$ cat config.mk
export PLATFORM = sky130hd
export DESIGN_NAME = mem_access_stage
export DESIGN_NICKNAME = d
export VERILOG_FILES = /design/src/rtl/mem_access_stage.sv
export SDC_FILE = /design/constraint.sdc
export NUM_CORES = 1
export LEC_CHECK = 0
export CAP_MARGIN = 20
export CORE_MARGIN = 5
export CORE_UTILIZATION = 40
export CTS_BUF_LIST = sky130_fd_sc_hd__clkbuf_8
export DETAILED_ROUTE_END_ITERATION = 10
export PLACE_DENSITY = 0.86
export SYNTH_ARGS = -nofsm -noshare
export SYNTH_HDL_FRONTEND = slang
export SYNTH_SLANG_ARGS = --single-unit
$ cat constraint.sdc
create_clock -name clk -period 2.5 [get_ports clk]
set_input_delay 0.375 -clock clk [delete_from_list [all_inputs] [get_ports clk]]
set_output_delay 0.375 -clock clk [all_outputs]
set_load 0.01 [all_outputs]
$ cat src/rtl/mem_access_stage.sv
// Pipeline MEM stage: data-memory loads/stores over a req/ack bus, lane alignment,
// load extension, forwarding taps to EX and the writeback register.
module mem_access_stage #(
  parameter int ACK_TIMEOUT = 16,
  parameter int CNT_W       = 5
) (
  input  logic        clk,
  input  logic        reset,
  input  logic        valid_EX,
  input  logic [6:0]  opcode_EX,
  input  logic [2:0]  funct3_EX,
  input  logic [4:0]  rd_EX,
  input  logic [31:0] res_EX,
  input  logic [31:0] x2_EX,
  output logic        stall_MEM,
  output logic [4:0]  rd_MEM,
  output logic [31:0] res_MEM,
  output logic [4:0]  rd_WB,
  output logic [31:0] res_WB,
  output logic        dmem_req,
  output logic        dmem_we,
  output logic [31:0] dmem_addr,
  output logic [3:0]  dmem_be,
  output logic [31:0] dmem_wdata,
  input  logic        dmem_ack,
  input  logic [31:0] dmem_rdata,
  output logic        misalign_err,
  output logic        bus_err
);

  localparam logic [6:0] OP_LOAD   = 7'b0000011;
  localparam logic [6:0] OP_STORE  = 7'b0100011;
  localparam logic [6:0] OP_BRANCH = 7'b1100011;
  localparam logic [CNT_W-1:0] LAST_CNT = CNT_W'(ACK_TIMEOUT - 1);

  typedef enum logic {ST_IDLE = 1'b0, ST_ACCESS = 1'b1} state_t;

  function automatic logic f_misaligned(input logic [2:0] f3, input logic [1:0] a);
    case (f3[1:0])
      2'b00:   return 1'b0;
      2'b01:   return a[0];
      default: return (a != 2'b00);
    endcase
  endfunction

  state_t           r_state;
  logic [CNT_W-1:0] r_cnt;
  logic             r_valid;
  logic [6:0]       r_opcode;
  logic [2:0]       r_funct3;
  logic [4:0]       r_rd;
  logic [31:0]      r_res;
  logic [31:0]      r_x2;

  logic        w_ex_access;
  logic        w_is_load;
  logic        w_is_store;
  logic        w_is_branch;
  logic        w_misaligned;
  logic        w_access;
  logic        w_last;
  logic        w_timeout;
  logic [7:0]  w_byte;
  logic [15:0] w_half;
  logic [31:0] w_load_data;
  logic [4:0]  w_wb_rd;
  logic [31:0] w_wb_res;
  logic [3:0]  w_be;
  logic [31:0] w_wdata;

  // Decide at capture time whether the incoming op will hold the bus, so that
  // dmem_req is a registered state bit valid from its first cycle in MEM.
  assign w_ex_access = valid_EX && (opcode_EX == OP_LOAD || opcode_EX == OP_STORE) &&
                       !f_misaligned(funct3_EX, res_EX[1:0]);

  assign w_is_load    = (r_opcode == OP_LOAD);
  assign w_is_store   = (r_opcode == OP_STORE);
  assign w_is_branch  = (r_opcode == OP_BRANCH);
  assign w_misaligned = r_valid && (w_is_load || w_is_store) &&
                        f_misaligned(r_funct3, r_res[1:0]);
  assign w_access     = (r_state == ST_ACCESS);
  assign w_last       = (r_cnt == LAST_CNT);
  assign w_timeout    = w_access && !dmem_ack && w_last;

  assign stall_MEM    = w_access && !dmem_ack && !w_last;
  assign dmem_req     = w_access;
  assign dmem_we      = w_access && w_is_store;
  assign dmem_addr    = w_access ? {r_res[31:2], 2'b00} : 32'h0;
  assign dmem_be      = w_be;
  assign dmem_wdata   = w_wdata;
  assign misalign_err = w_misaligned;
  assign bus_err      = w_timeout;

  assign rd_MEM  = (r_valid && !w_is_load && !w_is_store && !w_is_branch) ? r_rd : 5'd0;
  assign res_MEM = r_res;

  always_comb begin
    w_be    = 4'b0000;
    w_wdata = 32'h0;
    if (w_access) begin
      if (w_is_load) begin
        w_be = 4'b1111;
      end else begin
        case (r_funct3[1:0])
          2'b00: begin
            w_be    = 4'b0001 << r_res[1:0];
            w_wdata = {4{r_x2[7:0]}};
          end
          2'b01: begin
            w_be    = 4'b0011 << r_res[1:0];
            w_wdata = {2{r_x2[15:0]}};
          end
          default: begin
            w_be    = 4'b1111;
            w_wdata = r_x2;
          end
        endcase
      end
    end
  end

  always_comb begin
    w_byte = 8'h0;
    case (r_res[1:0])
      2'b00: w_byte = dmem_rdata[7:0];
      2'b01: w_byte = dmem_rdata[15:8];
      2'b10: w_byte = dmem_rdata[23:16];
      2'b11: w_byte = dmem_rdata[31:24];
      default: w_byte = 8'h0;
    endcase
    w_half = r_res[1] ? dmem_rdata[31:16] : dmem_rdata[15:0];
    w_load_data = dmem_rdata;
    case (r_funct3)
      3'b000:  w_load_data = {{24{w_byte[7]}}, w_byte};
      3'b001:  w_load_data = {{16{w_half[15]}}, w_half};
      3'b100:  w_load_data = {24'h0, w_byte};
      3'b101:  w_load_data = {16'h0, w_half};
      default: w_load_data = dmem_rdata;
    endcase
  end

  // A load only reaches here unstalled on ack or abort; an abort squashes it.
  always_comb begin
    w_wb_rd  = 5'd0;
    w_wb_res = r_res;
    if (r_valid && !w_misaligned) begin
      if (w_is_load) begin
        w_wb_res = w_load_data;
        if (!w_timeout) w_wb_rd = r_rd;
      end else if (!w_is_store && !w_is_branch) begin
        w_wb_rd = r_rd;
      end
    end
  end

  always_ff @(posedge clk) begin
    if (reset) begin
      r_state  <= ST_IDLE;
      r_cnt    <= '0;
      r_valid  <= 1'b0;
      r_opcode <= 7'd0;
      r_funct3 <= 3'd0;
      r_rd     <= 5'd0;
      r_res    <= 32'h0;
      r_x2     <= 32'h0;
    end else if (!stall_MEM) begin
      r_state  <= w_ex_access ? ST_ACCESS : ST_IDLE;
      r_cnt    <= '0;
      r_valid  <= valid_EX;
      r_opcode <= opcode_EX;
      r_funct3 <= funct3_EX;
      r_rd     <= rd_EX;
      r_res    <= res_EX;
      r_x2     <= x2_EX;
    end else begin
      r_cnt <= r_cnt + CNT_W'(1);
    end
  end

  // While stalled a bubble enters WB; res_WB keeps its last value.
  always_ff @(posedge clk) begin
    if (reset) begin
      rd_WB  <= 5'd0;
      res_WB <= 32'h0;
    end else if (stall_MEM) begin
      rd_WB <= 5'd0;
    end else begin
      rd_WB  <= w_wb_rd;
      res_WB <= w_wb_res;
    end
  end

endmodule

=== Yosys cells after proc, flatten, opt, wreduce, memory -nomap -nowiden ===
Cells that the tools add are included.

* Output and inout port bits: 147
* Bits in registers: 123

* Bitwise operators: 2
* Muxes and demuxes: 19
* Equality and inequality tests: 14
* Shift operators: 2
* Add/sub/neg operators: 1
* Reductions and logical operators: 30

{| class="wikitable"
|+ Operators by type and width
! cell !! number
|-
| 32-bit two-way mux || 5
|-
| 32-bit case mux with 4 select lines || 1
|-
| 32-bit case mux with 2 select lines || 1
|-
| 8-bit case mux with 4 select lines || 1
|-
| 5-bit two-way mux || 4
|-
| 16-bit two-way mux || 1
|-
| 7-bit by 2-bit equality test with 1-bit output, second input constant || 2
|-
| 7-bit by 6-bit equality test with 1-bit output, second input constant || 2
|-
| 1-bit logical AND || 13
|-
| 4-bit two-way mux || 2
|-
| 4-bit case mux with 2 select lines || 1
|-
| 7-bit equality test, second input constant || 1
|-
| 1-bit zero test || 7
|-
| 2-bit by 1-bit equality test with 1-bit output, second input constant || 3
|-
| 3-bit equality test, second input constant || 2
|-
| 2-bit zero test || 3
|-
| 5-bit by 1-bit adder with 5-bit output, second input constant || 1
|-
| 5-bit by 4-bit equality test with 1-bit output, second input constant || 1
|-
| 2-bit equality test, second input constant || 2
|-
| 1-bit case mux with 2 select lines || 2
|-
| 2-bit nonzero test || 2
|-
| 1-bit by 2-bit left shift with 4-bit output, first input constant || 1
|-
| 2-bit by 2-bit left shift with 4-bit output, first input constant || 1
|-
| 3-bit by 1-bit equality test with 1-bit output, second input constant || 1
|-
| 6 further kinds || 8
|}

=== Logic depth before layout (Yosys ltp) ===
* Word-level depth: 8
* Mapped depth: 11

=== Least setup slack after synthesis ===
Ideal clock, no wire load.

* Path type: reg2out
* From: register r_cnt[0]
* To: output port stall_MEM
* Stages on the path, launching flop included: 9
* Required time: 2.125 ns
* Slack: 0.221 ns
* Arrival time: 1.904 ns
* Cell sequence: dfxtp_1 -> ha_1 -> and3_1 -> ha_1 -> or3b_1 -> clkbuf_1 -> inv_2 -> buf_2 -> buf_1

* Cells in the longest elaborated chain, start to end: 3

{| class="wikitable"
|+ RTL lines
! what !! RTL line !! source
|-
| start: declaration || 47 || <nowiki>logic [CNT_W-1:0] r_cnt;</nowiki>
|-
| start signal: assignment || 176 || <nowiki>r_cnt <= r_cnt + CNT_W'(1);</nowiki>
|-
| 5-bit by 4-bit equality test with 1-bit output || 82 || <nowiki>assign w_last = (r_cnt == LAST_CNT);</nowiki>
|-
| 1-bit zero test || 85 || <nowiki>assign stall_MEM = w_access && !dmem_ack && !w_last;</nowiki>
|-
| 1-bit logical AND || 85 ||
|-
| end: declaration || 15 || <nowiki>output logic stall_MEM,</nowiki>
|}

Every way passes these cells.

=== Worst setup path in the final report ===
* From: register r_opcode[2]
* To: output port rd_MEM[1]

* Cells in the longest elaborated chain, start to end: 6

{| class="wikitable"
|+ RTL lines
! what !! RTL line !! source
|-
| start: declaration || 49 || <nowiki>logic [6:0] r_opcode;</nowiki>
|-
| start signal: assignment || 170 || <nowiki>r_opcode <= opcode_EX;</nowiki>
|-
| 7-bit by 2-bit equality test with 1-bit output || 76 || <nowiki>assign w_is_load = (r_opcode == OP_LOAD);</nowiki>
|-
| 1-bit zero test || 94 || <nowiki>assign rd_MEM = (r_valid && !w_is_load && !w_is_store && !w_is_branch) ? r_rd : 5'd0;</nowiki>
|-
| 1-bit logical AND (2 in series) || 94 ||
|-
| 1-bit logical AND (*) || 94 ||
|-
| 5-bit two-way mux (*) || 94 ||
|-
| end: declaration || 16 || <nowiki>output logic [4:0] rd_MEM,</nowiki>
|}

Every way passes the cells marked *; elsewhere a longest branch is shown, timed or not.

==> run metrics <==
max-slew violations 0; Post-synth EDFFs 0; Peak Freq 406 MHz; most frequent cells in the layout nand2_1, clkdlybuf4s50_1, dfxtp_1; pre-CTS WS 59.7 ps; #FFs+latches synth 123; sequential area share after synthesis 0.430; Area contributors post-synth dfxtp_1, nand2_1, a21oi_1; Max Clock Skew 8.84 ps; Avg WL per Cell 18.8 um; Tightest Hold Check Type in -> reg; Worst-Skew Late Latency 440 ps; first-pass GRT wire length 33,000 um; Initial Util 0.411; Worst Setup Start Kind flip-flop; CP max stage cell clkdlybuf4s50_1; GRT Total Usage 0.251; # rows 43; Yosys warnings 0; Yosys cell types 50; Leakage 3.95 nW; crit-path max cell delay 480 ps; leading area contributor after synthesis dfxtp_1; worst-path cell chain nand3b_1 -> buf_4 -> nor3_2 -> a21boi_2 -> and2_1 -> clkdlybuf4s50_1; vias in the first global route 6,109; Nets 1,115; via count 6,482; Core ar. 0.0139 mm^2; WL final 22,300 um; Peak VDD IR 0.366 mV; gp weighted congestion 0.934; final hold viol count 0; Worst Tran Pin Value 884 ps; Cell Area, Synth 0.00572 mm^2; input/output buffers 259; clk slew on worst S/H paths 70 ps; final worst slack 37.6 ps; Max Cap Viol 0; DR pass1 iterations 5; CP endpoint kind primary output; TritonCTS clock tree built; share of layout cells above drive strength 1 0.106; share of the synthesized area in the top cell type 0.430; diodes inserted 0; Syn Inst Count 748; fin util 0.648; WP data required 2120 ps; Die Footprint 0.0168 mm^2; Clock Tree Root clkbuf_8; Ports 262; max_slew headroom 0.411; grt total ovfl 0; Die X 130 um; CTS Buf Count 17; RSZ-0062 raised after global routing true; deepest clock path buffer count 2; fin crit share 0.985; largest net degree at the start of global routing 87; final setup vio count 0; DP Wirelength 15,700 um; Syn Area/Cell 7.65 um^2; outcome complete, no violations; Syn-to-layout area delta 57.7%; Async SR Flop Fraction 0; critical path class reg -> out; initial drt markers 532; Die Span Y 130 um; crit path DAT 2090 ps; post-route ant nets 0; clk sink count 123; setup TNS 0 ps; H-tree levels 4; predominant post-synthesis flop cell dfxtp_1; min Tclk post-route 2460 ps; initial antenna violation count 0; pwr/cell area 494 mW/mm^2; Via density 5.45; # DRC 0; crit path max fanout 5; commonest non-fill, non-tap cell in the layout nand2_1
==> critical path: cells and delay by family, from the launching register on <==
family	cells	cell delay, ps
buf+inv	2	650
compound gates	1	130
simple gates	3	570
flops	1	310
==> cells in the mapped netlist (2+ instances only) <==
master	instances
a21boi_1	3
a21oi_1	106
a21oi_2	10
a221o_1	17
a221oi_1	8
a22oi_1	15
and2_1	46
and3_1	8
buf_1	16
buf_2	6
buf_4	2
buf_6	2
clkbuf_1	33
dfxtp_1	123
ha_1	2
inv_1	2
inv_2	2
mux2i_1	18
nand2_1	224
nand2b_1	3
nand3_1	9
nor2_1	31
nor2b_1	5
nor3_1	5
o21ai_0	4
o21ai_1	17
o221ai_1	7
or2_1	2
==> kinds of logic (layout without fill, tap and decap cells) <==
family,Yosys count,count (layout),share of synthesized area
simple gates,344,344,0.267
xor+xnor,2,2,0.00306
compound gates,195,196,0.217
other cells,1,2,0.000655
fa+ha+maj,2,2,0.00437
mux,18,18,0.0315
flops,123,123,0.430
buf+inv,63,323,0.0466
==> per-layer routing <==
metal,vias up,part of all wire,global-route usage
met5,-,0,0
met1,3037,0.39,0.298
met4,0,0.031,0.102
met3,51,0.094,0.0680
li1,3060,-,-
met2,334,0.48,0.431
==> per-stage QoR <==
step                      power [mW]  std cells  cell area [um^2]  hold slack [ps]
after CTS                       4.47       1182              8900              264
after floorplan                 2.44        749              5730              427
after detailed placement        2.84       1151              8520              443
final                           4.46       1190              9020              314
after global routing            4.65       1190              9020              305
after global placement          2.83       1151              8520              437
==> flip-flops by register name (all words and copies together), names as in the netlist <==
signal	flops
r_opcode	7
r_cnt	5
rd_WB	5
r_rd	5
r_valid	1
r_x2	32
res_WB	32
res_MEM	32
r_funct3	3
dmem_req	1
==> repair_timing <==
| action | CTS | global route |
|---|---|---|
| pin swaps | 1 | 4 |
| setup buffers | 0 | 7 |
| endpoints found under the setup margin | 42 | 101 |
| gates cloned | 0 | 1 |
| resized for setup | 41 | 55 |
| hold buffers | 0 | 0 |
==> power by group <==
group / internal, mW / total (mW) / switching (mW)
Sequential: 2.05 / 2.14 / 0.0865
Combinational: 0.374 / 0.683 / 0.308
Clock: 0.867 / 1.64 / 0.771
Total: 3.29 / 4.46 / 1.17
==> path summary, 6_finish.rpt <==
kind / slack (ps) / startpoint / cells after the start / endpoint
setup / recovery: 40 / r_opcode[2] / 6 / rd_MEM[1]
hold / removal: 310 / reset / 2 / res_MEM[31]
setup reg to reg: 100 / r_cnt[0] / 9 / res_WB[13]
hold reg to reg: 450 / r_x2[16] / 2 / r_x2[16]
==> cell type report <==
| type | count | area (um^2) |
|---|---|---|
| Clock buffer | 21 | 289 |
| Inverter | 4 | 20.0 |
| Tap cell | 180 | 225 |
| Sequential cell | 123 | 2470 |
| Multi-Input combinational cell | 564 | 3080 |
| Fill cell | 1160 | 4910 |
| Timing Repair Buffer | 288 | 2860 |
| Clock inverter | 10 | 76.3 |
Note: power is estimated with default switching activity, not from simulation.
